File: config.mk
export PLATFORM = sky130hd
export DESIGN_NAME = lfsr_rng_arbiter
export DESIGN_NICKNAME = d
export VERILOG_FILES = /design/src/rtl/lfsr_rng_arbiter_pkg.sv /design/src/rtl/lfsr_rng_arbiter_step_core.sv /design/src/rtl/lfsr_rng_arbiter.sv
export SDC_FILE = /design/constraint.sdc
export NUM_CORES = 1
export LEC_CHECK = 0
export BUFFER_PORTS_ARGS = -buffer_cell sky130_fd_sc_hd__buf_4
export CORE_ASPECT_RATIO = 1.2
export CORE_MARGIN = 2
export CORE_UTILIZATION = 54
export DETAILED_ROUTE_END_ITERATION = 7
export MAX_ROUTING_LAYER = met4
export PLACE_DENSITY = 0.85
export SLEW_MARGIN = 20
export SYNTH_ARGS = -nofsm -noshare
export SYNTH_HDL_FRONTEND = slang
export SYNTH_HIERARCHICAL = 1
export SYNTH_SLANG_ARGS = --single-unit
export TNS_END_PERCENT = 1
File: constraint.sdc
create_clock -name clk -period 1.8 [get_ports clk]
set_input_delay 0.36 -clock clk [delete_from_list [all_inputs] [get_ports clk]]
set_output_delay 0.36 -clock clk [all_outputs]
set_load 0.03 [all_outputs]
File: src/rtl/lfsr_rng_arbiter_pkg.sv
// Shared types and constants for the LFSR random-source arbiter.
// The feedback taps describe x^4+x^3+1 for a right-shifting register.
package lfsr_rng_arbiter_pkg;

  typedef enum logic [1:0] {
    IDLE    = 2'd0,
    STEP    = 2'd1,
    DELIVER = 2'd2
  } state_t;

  localparam int          LFSR_W       = 4;
  localparam logic [3:0]  DEFAULT_SEED = 4'b0010;

  // New MSB is s[TAP_HI] ^ s[TAP_LO]; all other bits shift right by one.
  localparam int          TAP_HI       = 1;
  localparam int          TAP_LO       = 0;

endpackage

File: src/rtl/lfsr_rng_arbiter_step_core.sv
// LFSR register with advance enable and synchronous load; load wins over advance.
// The owner guarantees load_val is never zero, so the register cannot lock up.
module lfsr_step_core
  import lfsr_rng_arbiter_pkg::*;
#(
  parameter int               WIDTH = LFSR_W,
  parameter logic [WIDTH-1:0] SEED  = WIDTH'(DEFAULT_SEED)
) (
  input  logic             clk,
  input  logic             rst,
  input  logic             en,
  input  logic             load,
  input  logic [WIDTH-1:0] load_val,
  output logic [WIDTH-1:0] q
);

  // NOTE: sequential state uses non-blocking assignments so every flop samples pre-edge values.
  always_ff @(posedge clk or negedge rst) begin
    if (!rst) begin
      q <= SEED;
    end else if (load) begin
      q <= load_val;
    end else if (en) begin
      q <= {q[TAP_HI] ^ q[TAP_LO], q[WIDTH-1:1]};
    end
  end

endmodule

File: src/rtl/lfsr_rng_arbiter.sv
// Round-robin owner of a shared LFSR: grants one requester, steps the LFSR
// STEPS times, then holds the word under a valid/ack handshake.
module lfsr_rng_arbiter
  import lfsr_rng_arbiter_pkg::*;
#(
  parameter int               NREQ  = 4,
  parameter int               WIDTH = LFSR_W,
  parameter int               STEPS = 1,
  parameter logic [WIDTH-1:0] SEED  = WIDTH'(DEFAULT_SEED)
) (
  input  logic             clk,
  input  logic             rst,
  input  logic [NREQ-1:0]  req,
  output logic [NREQ-1:0]  gnt,
  output logic [WIDTH-1:0] rnd_data,
  output logic             rnd_valid,
  input  logic             rnd_ack,
  input  logic             seed_load,
  input  logic [WIDTH-1:0] seed_val,
  output logic             seed_rej,
  output logic             busy
);

  localparam int PW = $clog2(NREQ);

  state_t          state, state_next;
  logic [PW-1:0]   ptr, ptr_next;
  logic [PW-1:0]   gnt_idx, idx_next;
  logic [3:0]      cnt, cnt_next;
  logic [NREQ-1:0] gnt_next;
  logic            valid_next, rej_next;
  logic            lfsr_en, lfsr_load;
  logic [WIDTH-1:0] load_val;
  logic            pick_found;
  logic [PW-1:0]   pick_idx;
  logic [PW:0]     k;

  assign load_val = (seed_val == '0) ? SEED : seed_val;

  lfsr_step_core #(
    .WIDTH (WIDTH),
    .SEED  (SEED)
  ) u_core (
    .clk      (clk),
    .rst      (rst),
    .en       (lfsr_en),
    .load     (lfsr_load),
    .load_val (load_val),
    .q        (rnd_data)
  );

  // Scan offsets from farthest to nearest so the requester right after ptr wins.
  always_comb begin
    pick_found = 1'b0;
    pick_idx   = '0;
    k          = '0;
    for (int i = NREQ; i >= 1; i--) begin
      k = {1'b0, ptr} + (PW+1)'(i);
      if (k >= (PW+1)'(NREQ)) k = k - (PW+1)'(NREQ);
      if (req[k[PW-1:0]]) begin
        pick_found = 1'b1;
        pick_idx   = k[PW-1:0];
      end
    end
  end

  // NOTE: every signal driven here gets a default first, so no path can infer a latch.
  always_comb begin
    state_next = state;
    gnt_next   = gnt;
    idx_next   = gnt_idx;
    ptr_next   = ptr;
    cnt_next   = cnt;
    valid_next = rnd_valid;
    rej_next   = 1'b0;
    lfsr_en    = 1'b0;
    lfsr_load  = 1'b0;
    case (state)
      IDLE: begin
        if (seed_load) begin
          lfsr_load = 1'b1;
        end else if (pick_found) begin
          gnt_next   = NREQ'(1) << pick_idx;
          idx_next   = pick_idx;
          cnt_next   = 4'(STEPS);
          state_next = STEP;
        end
      end
      STEP: begin
        lfsr_en  = 1'b1;
        cnt_next = cnt - 4'd1;
        rej_next = seed_load;
        if (cnt == 4'd1) begin
          state_next = DELIVER;
          valid_next = 1'b1;
        end
      end
      DELIVER: begin
        rej_next = seed_load;
        if (rnd_valid && rnd_ack) begin
          gnt_next   = '0;
          valid_next = 1'b0;
          ptr_next   = gnt_idx;
          state_next = IDLE;
        end
      end
      default: state_next = IDLE;
    endcase
  end

  always_ff @(posedge clk or negedge rst) begin
    if (!rst) begin
      state     <= IDLE;
      gnt       <= '0;
      gnt_idx   <= '0;
      ptr       <= PW'(NREQ - 1);
      cnt       <= '0;
      rnd_valid <= 1'b0;
      seed_rej  <= 1'b0;
      busy      <= 1'b0;
    end else begin
      state     <= state_next;
      gnt       <= gnt_next;
      gnt_idx   <= idx_next;
      ptr       <= ptr_next;
      cnt       <= cnt_next;
      rnd_valid <= valid_next;
      seed_rej  <= rej_next;
      busy      <= (state_next != IDLE);
    end
  end

endmodule

==> out/metrics.cfg <==
[run_status]
status=completed

[sta]
finalWorstSetupSlack_ps=143
finalHoldWorstSlack_ps=264
rsz0062_at_grt=false
max_slew_margin_pct=77.3
setup_viol=0
slew_violations=0
clock_skew_ps=3.53
setup_tns_ps=0
period_share_pct=92.1
hold_viol=0
period_minus_slack_ps=1660
tightestPinTransition_ps=341
fmax_ghz=0.603

[clock_tree]
cts_tree=done
root_buffer=clkbuf_4
clk_latency_ps=300
cts_setup_buffers=0
clockBufferDepth=2
cts_buffers=3
numClockSinks=21
h-tree-depth=1
cts.clk_slew.worst_paths_ps=110

[final_layout]
drive_above_1_share_pct=31.4
multiInputGateArea_um2=621
final_cells=170
nets=159
regArea_um2=529
syn_to_final_growth_pct=18.7
antenna_cells=0
nFillCells=174

[detailed_routing]
drt_wl_total_mm=2.23
firstDrtPassIters=4
via_per_inst=5.60
vias=952
wl_per_cell_um=13.1
antenna_left=0
route.detailed.drc=0
drt_iter0_drc=27

[floorplan]
die_w_um=46.9
core_area_mm2=0.00207
die_h_um=55.5
ioPinCount=23
start_util_pct=57.5
dieArea_mm2=0.00260
rows=18

[logic_synthesis]
synth_commonest_cells=18 x dfrtp_1, 11 x nand2_1, 7 x nor2_1
synth_cell_types=43
async_flop_share_pct=100
syn_area_mm2=0.00119
syn-instance-count=116
synth_edf_count=0
yosys_warnings=6
ys_seq_area_share_pct=44.4
synth_fp_nets=134
synth.avg_cell_area_um2=10.3
synth.area.top_cells=dfrtp_1 38%, dfstp_2 6.6%, ha_1 6.3%, o2bb2ai_1 4.4%, nand2_1 3.5%
yosysTopAreaCell=dfrtp_1
synth_top_area_share_pct=37.8
ys.flop_type=dfrtp_1
yosysMostFrequentCell=dfrtp_1
synth_seq_cells=21

[grt]
globalRouteTotalUtil_pct=19.4
first_global_vias=930
grt_antenna_before_repair=0
grt-ovfl-total=0
grt_start_max_net_pins=22
grt_pass1_wl_mm=3.75

[setup_path]
worstSetupPathType=reg2reg
worst-path-max-fanout=7
start_kind=flop
cp.arrival_ps=1890
end_kind=flop
required_ps=2040

[place]
dp.cells=165
pre_cts_ws_ps=107
port_buffers=22
dp_hpwl_mm=1.73
place_congestion=0.780

[pwr]
ir_drop_mv=1.35
leakage_nw=0.646
p_per_area_mw_per_mm2=1710

[flow_run]
cap_viol_max_count=0

[min_path]
hp-class=in2reg

[state kept, by name, indices dropped and copies added (netlist names)]
name,flops
cnt,4
gnt,4
u_core/q,4
gnt_idx,2
ptr,2
state,2
busy,1
rnd_valid,1
seed_rej,1
[metal layers]
layer / share of wire (%) / vias up / global-route usage (%)
li1: - / 465 / -
met1: 45 / 457 / 24.0
met2: 51 / 26 / 31.7
met3: 3.4 / 4 / 2.94
met4: 0.99 / 0 / 5.95
met5: 0 / - / -
[logic make-up after synthesis]
group	count (synthesis)	share of synthesized area, %
simple gates	41	19.7
xor+xnor	1	0.735
flops	21	44.4
buf+inv	9	3.78
mux	6	5.25
fa+ha+maj	6	6.30
compound gates	32	19.8
[path summary, 6_finish.rpt]
kind | start | endpoint | slack (ps) | cells past startpoint
min in group asynchronous | rst | cnt[2] | 460 | 2
max | state[1] | gnt[0] | 140 | 6
min | seed_val[2] | u_core/q[2] | 260 | 3
min reg2reg | gnt_idx[1] | gnt_idx[1] | 490 | 2
max in group asynchronous | rst | ptr[0] | 1070 | 2
max reg2reg | state[1] | gnt[0] | 140 | 6
[where the power goes]
group / switching [mW] / leakage [nW] / internal, mW / total, mW
sequential: 0.181 / 0.258 / 0.710 / 0.891
clock: 0.142 / 0.0150 / 0.0865 / 0.228
combinational: 0.736 / 0.374 / 0.570 / 1.31
total: 1.06 / 0.646 / 1.37 / 2.42
[layout by cell type (no fill, tap or decap), types with 2 or more instances in the layout]
cell / synthesis / layout
dfstp_2: 3 / 3
mux2i_1: 4 / 4
and2_1: 2 / 2
dfrtp_1: 18 / 18
nand3b_1: 2 / 2
nor2_1: 7 / 7
a21oi_1: 3 / 3
o2bb2ai_1: 6 / 6
nand2b_1: 4 / 4
clkbuf_4: 0 / 3
o21ai_0: 6 / 6
a31oi_1: 3 / 3
ha_1: 6 / 5
a21o_2: 2 / 2
o21ai_2: 2 / 2
buf_4: 0 / 23
inv_1: 5 / 5
nand2_1: 11 / 11
nand3_1: 2 / 2
mux2_2: 2 / 2
[timing repair]
action                                  4_1_cts  5_1_grt
endpoints found under the hold margin        18        0
hold buffers                                  1        0
resized for setup                             0        2
endpoints found under the setup margin        0        4
[worst max-delay path, cell delays in order (launching register included)]
cell and delay, ps:
dfrtp_1 430, inv_1 110, ha_2 250, and2b_1 170, nand2_2 80, or3_1 370, o2bb2ai_1 160
[cell type report]
cell class                 count  area share [%]
inverter                       5            1.33
timing repair buffer          24            12.9
clock buffer                   4            1.86
multi-input combinational     86            43.9
tap                           30            2.65
sequential                    21            37.4
[metrics by stage]
step / utilization (%) / area (um^2) / total power, mW
floorplan: - / 1190 / 1.83
global placement: 66.4 / 1380 / 2.16
detailed placement: 66.4 / 1380 / 2.20
CTS: 68.2 / 1410 / 2.44
global route: 68.3 / 1420 / 2.61
finish: 68.3 / 1420 / 2.42
(Power assumes the default switching activity.)
